**config.mk**
```make
export PLATFORM = sky130hd
export DESIGN_NAME = dmem_rsp_merger
export DESIGN_NICKNAME = d
export VERILOG_FILES = /design/src/rtl/dmem_rsp_merger.sv
export SDC_FILE = /design/constraint.sdc
export NUM_CORES = 1
export LEC_CHECK = 0
export ABC_AREA = 0
export CORE_ASPECT_RATIO = 1.75
export CORE_UTILIZATION = 50
export DETAILED_ROUTE_END_ITERATION = 8
export GPL_ROUTABILITY_DRIVEN = 0
export PLACE_DENSITY = 0.8
export SLEW_MARGIN = 20
export SYNTH_ARGS = -nofsm -noshare
export SYNTH_HDL_FRONTEND = slang
export SYNTH_SLANG_ARGS = --single-unit
export TNS_END_PERCENT = 100
```
**constraint.sdc**
```tcl
create_clock -name clock -period 4.3 [get_ports clock]
set_input_delay 0.645 -clock clock [delete_from_list [all_inputs] [get_ports clock]]
set_output_delay 0.645 -clock clock [all_outputs]
set_load 0.02 [all_outputs]
```
**src/rtl/dmem_rsp_merger.sv**
```systemverilog
// Merges per-lane TileLink D responses into one dcache response (tag, thread mask, per-lane data).
// Each lane buffers its beats in a small FIFO; heads sharing the lowest-lane tag are popped together.
module dmem_rsp_merger #(
  parameter int NUM_LANES = 4,
  parameter int DEPTH     = 4,
  parameter int SRC_WIDTH = 10,
  parameter int TAG_WIDTH = 10
) (
  input  logic                           clock,
  input  logic                           reset,
  input  logic [NUM_LANES-1:0]           in_valid,
  input  logic [3*NUM_LANES-1:0]         in_opcode,
  input  logic [SRC_WIDTH*NUM_LANES-1:0] in_source,
  input  logic [32*NUM_LANES-1:0]        in_data,
  output logic [NUM_LANES-1:0]           in_ready,
  output logic                           out_valid,
  output logic [NUM_LANES-1:0]           out_tmask,
  output logic [TAG_WIDTH-1:0]           out_tag,
  output logic [32*NUM_LANES-1:0]        out_data,
  input  logic                           out_ready,
  output logic [15:0]                    ack_count
);

  localparam int PW = $clog2(DEPTH);
  localparam int CW = PW + 1;
  localparam int AW = $clog2(NUM_LANES + 1);

  localparam logic [2:0] OP_ACCESS_ACK      = 3'd0;
  localparam logic [2:0] OP_ACCESS_ACK_DATA = 3'd1;

  logic [TAG_WIDTH-1:0] tag_mem_q  [NUM_LANES][DEPTH];
  logic [31:0]          data_mem_q [NUM_LANES][DEPTH];

  logic [PW-1:0] rd_ptr_q [NUM_LANES];
  logic [PW-1:0] rd_ptr_d [NUM_LANES];
  logic [PW-1:0] wr_ptr_q [NUM_LANES];
  logic [PW-1:0] wr_ptr_d [NUM_LANES];
  logic [CW-1:0] cnt_q    [NUM_LANES];
  logic [CW-1:0] cnt_d    [NUM_LANES];
  logic [15:0]   ack_count_q;
  logic [15:0]   ack_count_d;

  logic [NUM_LANES-1:0] accept;
  logic [NUM_LANES-1:0] push;
  logic [NUM_LANES-1:0] ack_beat;
  logic [NUM_LANES-1:0] pop;
  logic [NUM_LANES-1:0] nonempty;
  logic [TAG_WIDTH-1:0] head_tag  [NUM_LANES];
  logic [31:0]          head_data [NUM_LANES];
  logic [AW-1:0]        ack_beats;
  logic [16:0]          ack_sum;
  logic                 sel_found;
  logic [TAG_WIDTH-1:0] sel_tag;

  // Ready comes only from the registered count, so a full lane stays stalled even in its pop cycle.
  always_comb begin
    nonempty = '0;
    in_ready = '0;
    accept   = '0;
    push     = '0;
    ack_beat = '0;
    for (int i = 0; i < NUM_LANES; i++) begin
      nonempty[i]  = (cnt_q[i] != '0);
      in_ready[i]  = (cnt_q[i] != CW'(DEPTH));
      head_tag[i]  = tag_mem_q[i][rd_ptr_q[i]];
      head_data[i] = data_mem_q[i][rd_ptr_q[i]];
      accept[i]    = in_valid[i] & in_ready[i];
      push[i]      = accept[i] & (in_opcode[3*i +: 3] == OP_ACCESS_ACK_DATA);
      ack_beat[i]  = accept[i] & (in_opcode[3*i +: 3] == OP_ACCESS_ACK);
    end
  end

  always_comb begin
    sel_found = 1'b0;
    sel_tag   = '0;
    for (int i = 0; i < NUM_LANES; i++) begin
      if (nonempty[i] && !sel_found) begin
        sel_found = 1'b1;
        sel_tag   = head_tag[i];
      end
    end
  end

  always_comb begin
    out_valid = sel_found;
    out_tag   = sel_tag;
    out_tmask = '0;
    out_data  = '0;
    pop       = '0;
    for (int i = 0; i < NUM_LANES; i++) begin
      out_tmask[i] = nonempty[i] && (head_tag[i] == sel_tag);
      if (out_tmask[i]) begin
        out_data[32*i +: 32] = head_data[i];
      end
      pop[i] = sel_found & out_ready & out_tmask[i];
    end
  end

  // Pointers are exactly log2(DEPTH) wide, so they wrap on their own.
  always_comb begin
    for (int i = 0; i < NUM_LANES; i++) begin
      rd_ptr_d[i] = rd_ptr_q[i] + PW'(pop[i]);
      wr_ptr_d[i] = wr_ptr_q[i] + PW'(push[i]);
      cnt_d[i]    = cnt_q[i] + CW'(push[i]) - CW'(pop[i]);
    end
  end

  always_comb begin
    ack_beats = '0;
    for (int i = 0; i < NUM_LANES; i++) begin
      ack_beats = ack_beats + AW'(ack_beat[i]);
    end
    ack_sum     = {1'b0, ack_count_q} + 17'(ack_beats);
    ack_count_d = ack_sum[16] ? 16'hFFFF : ack_sum[15:0];
  end

  always_ff @(posedge clock or posedge reset) begin
    if (reset) begin
      for (int i = 0; i < NUM_LANES; i++) begin
        rd_ptr_q[i] <= '0;
        wr_ptr_q[i] <= '0;
        cnt_q[i]    <= '0;
      end
      ack_count_q <= '0;
    end else begin
      for (int i = 0; i < NUM_LANES; i++) begin
        rd_ptr_q[i] <= rd_ptr_d[i];
        wr_ptr_q[i] <= wr_ptr_d[i];
        cnt_q[i]    <= cnt_d[i];
      end
      ack_count_q <= ack_count_d;
    end
  end

  // Storage needs no reset: an empty FIFO never exposes its contents.
  always_ff @(posedge clock) begin
    for (int i = 0; i < NUM_LANES; i++) begin
      if (push[i]) begin
        tag_mem_q[i][wr_ptr_q[i]]  <= in_source[SRC_WIDTH*i +: TAG_WIDTH];
        data_mem_q[i][wr_ptr_q[i]] <= in_data[32*i +: 32];
      end
    end
  end

  assign ack_count = ack_count_q;

endmodule
```
==> impl_metrics.json, run 1 <==
{
  "cts_buffers": 59,
  "reg2reg_to": "cnt_q[2]",
  "grt_first_pass_wirelength_um": 94800,
  "start_kind": "register",
  "drtIter0Drc": 1150,
  "vias_per_cell": 5.66,
  "track_usage": 0.219,
  "max_slew_margin": 0.496,
  "num_rows": 115,
  "syn_inst": 1410,
  "postLayoutCoreUtil": 0.631,
  "hold_path_class": "input pin to asynchronous set/reset pin",
  "antenna_found_initial": 8,
  "grt_pass1_vias": 15700,
  "clock_latency_ns": 0.62,
  "max_freq_ghz": 0.233,
  "wl_um": 63200,
  "cts-root-buf": "clkbuf_16",
  "vias": 15100,
  "worstReg2RegStart": "rd_ptr_q[4]",
  "clock_skew_ns": 0.0130,
  "finalCritPeriodShare": 0.999,
  "synth_area_um2": 28500,
  "worstPathMaxFanout": 17,
  "fin_ws_ns": 0.00457,
  "vdd.ir_drop.worst_v": 0.000361,
  "cap_violations": 0,
  "wl_met3_um": 4020,
  "cp.arrival_ns": 3.65,
  "ys_seq_elements": 716,
  "endpoint_kind": "output pin",
  "crit_required_ns": 3.65,
  "clock_sinks": 716,
  "fillCellCount": 3857,
  "die_h_um": 318,
  "wl_met1_um": 22900,
  "synth_edf_count": 672,
  "syn_area_per_cell_um2": 20.2,
  "clockBufferDepth": 3,
  "cts_tree": "yes",
  "die_w_um": 183,
  "dr_wl_met2_um": 33400,
  "dieArea_um2": 58100,
  "slew_viol_final": 0,
  "synthesis.nets": 1613,
  "yosysSeqAreaShare": 0.746,
  "wl_per_cell_um": 23.7,
  "synth.distinct_cells": 67,
  "hold_buffers": 0,
  "reg2reg_depth": 16,
  "worstMarginPinSlew_ns": 0.754,
  "holdWs_ns": 0.385,
  "pre_cts_ws_ns": -0.00623,
  "p_leak_nw": 12.1,
  "nNetsFinal": 2051,
  "r2r_slack_ns": 0.42,
  "rsz0062_at_grt": "true",
  "synthFlopType": "edfxtp_1",
  "numPortBuffers": 349,
  "yosysWarnings": 0,
  "ios": 350,
  "overflow": 0,
  "initial_core_util": 0.507,
  "antenna_left": 0,
  "highest_layer": "met5",
  "clkSlewWorstSetupHoldPaths_ns": 0.07,
  "drt_first_pass_iters": 5,
  "htree_levels": 2,
  "async_flop_share": 0.0615,
  "coreArea_um2": 56300,
  "dp_hpwl_um": 41500,
  "critPathKind": "register to output pin",
  "hold_viol_final": 0,
  "run_status": "finished clean",
  "grt_max_degree": 43,
  "period_minus_slack_ns": 4.30,
  "pwr_density_cell_nw_per_um2": 541,
  "layout-drive-gt1-share": 0.280,
  "finalSetupViolCount": 0,
  "drcViolationCount": 0,
  "area_growth_syn_to_layout_pct": 24.5
}
==> synth_stat cells, drive strengths merged, types with 4 or more instances <==
library cell	count	area, µm²
buf	32	213
nand4	13	96.3
or3	6	37.5
edfxtp	672	20200
nand2	44	165
nand3	14	70.1
ha	9	113
and2	40	250
inv	28	105
clkbuf	37	139
nor2	42	165
o22ai	4	25.0
mux4	168	3780
nor3	12	71.3
nand2b	5	31.3
dfrtp	44	1100
fa	7	140
xnor2	19	166
xor2	16	140
and4	6	52.6
a21o	6	45.0
o21ai	9	45.0
a21oi	12	60.1
nor2b	69	502
a221oi	4	41.3
and3	47	299
==> stage by stage <==
stage / instance area [µm²] / TNS, ns / power (mW) / instances
2_1_floorplan: 28600 / 0 / 11.4 / 1410
3_3_place_gp: 33400 / 0 / 13.3 / 2514
3_5_place_dp: 33400 / -0.00623 / 13.4 / 2514
4_1_cts: 35600 / -0.659 / 19.2 / 2636
5_1_grt: 35500 / -3.09 / 20.0 / 2662
6_report: 35500 / 0 / 19.2 / 2662
==> worst max-delay path: stages (launching register included) <==
cell and delay (ns):
dfrtp_2 0.44, buf_4 0.14, mux4_2 0.57, and2_0 0.20, o22a_1 0.24, a21oi_4 0.19
o221ai_2 0.14, o31ai_4 0.26, buf_4 0.19, clkbuf_16 0.19, and3_1 0.21, clkdlybuf4s15_2 0.27
==> state kept, by name, summed over array words and instances (netlist names) <==
signal      flops
tag_mem_q     160
wr_ptr_q        8
data_mem_q    512
rd_ptr_q        8
cnt_q          12
ack_count      16
==> power by group <==
group	switching (mW)	internal, mW	total (mW)
combinational	2.65	2.60	5.25
sequential	0.329	7.96	8.29
clock	2.43	3.25	5.68
==> cell usage in the layout, fill, tap and decap left out, types with 36 or more instances in the layout <==
cell,count
nand2_1,44
clkdlybuf4s50_1,248
mux4_2,168
and3_1,42
clkbuf_16,62
edfxtp_1,672
and2_1,39
clkbuf_2,36
buf_4,111
nor2b_1,40
==> worst max-delay path by stage <==
stage	start	end	slack, ns	cells past startpoint
after global placement	in_opcode[1]	ack_count[7]	0.09	14
after detailed placement	in_opcode[1]	ack_count[10]	-0.006	14
after CTS	rd_ptr_q[4]	out_data[65]	-0.09	11
after floorplan	cnt_q[10]	ack_count[10]	0.77	15
after global routing	cnt_q[10]	out_data[65]	-0.12	11
final	rd_ptr_q[4]	out_data[114]	0.005	11
==> final cells by class <==
cell class,instances,area (µm²),share of cell area
well taps,760,951,0.0268
inverters,28,109,0.00306
flip-flops and latches,716,21300,0.599
clock inverters,42,505,0.0142
diodes,6,15.0,0.000423
multi-input cells,597,7020,0.198
repair buffers,446,4090,0.115
clock buffers,67,1550,0.0436
==> routing by layer <==
| metal | up-vias | track usage |
|---|---|---|
| met5 | - | 0 |
| met4 | 4 | 0.0941 |
| met3 | 169 | 0.0405 |
| met2 | 632 | 0.386 |
| met1 | 7712 | 0.261 |
| li1 | 6555 | - |
==> logic make-up (layout without fill, tap and decap cells) <==
group,after synthesis,in the layout,share of synthesized area
XOR/XNOR,35,35,0.0107
other,0,6,0
multiplexers,171,171,0.134
AND/OR/NAND/NOR,308,308,0.0652
flip-flops,716,716,0.746
adder cells (fa/ha/maj),16,16,0.00886
buffers and inverters,97,583,0.0160
AO/OA/AOI/OAI,67,67,0.0196
==> repair_timing <==
item | 4_1_cts | 5_1_grt
resized for setup | 212 | 152
cloned | 0 | 1
buffers inserted | 13 | 19
setup endpoints to repair | 99 | 99
pin swaps | 1 | 5
hold endpoints to repair | 0 | 0
Note: power is estimated with default switching activity, not from simulation.
==> run 2, diff against run 1 <==
Settings changed: SLEW_MARGIN 20 to 10.
==> results of run 2 <==
Final layout, timing and power as in run 1 (identical DEF).
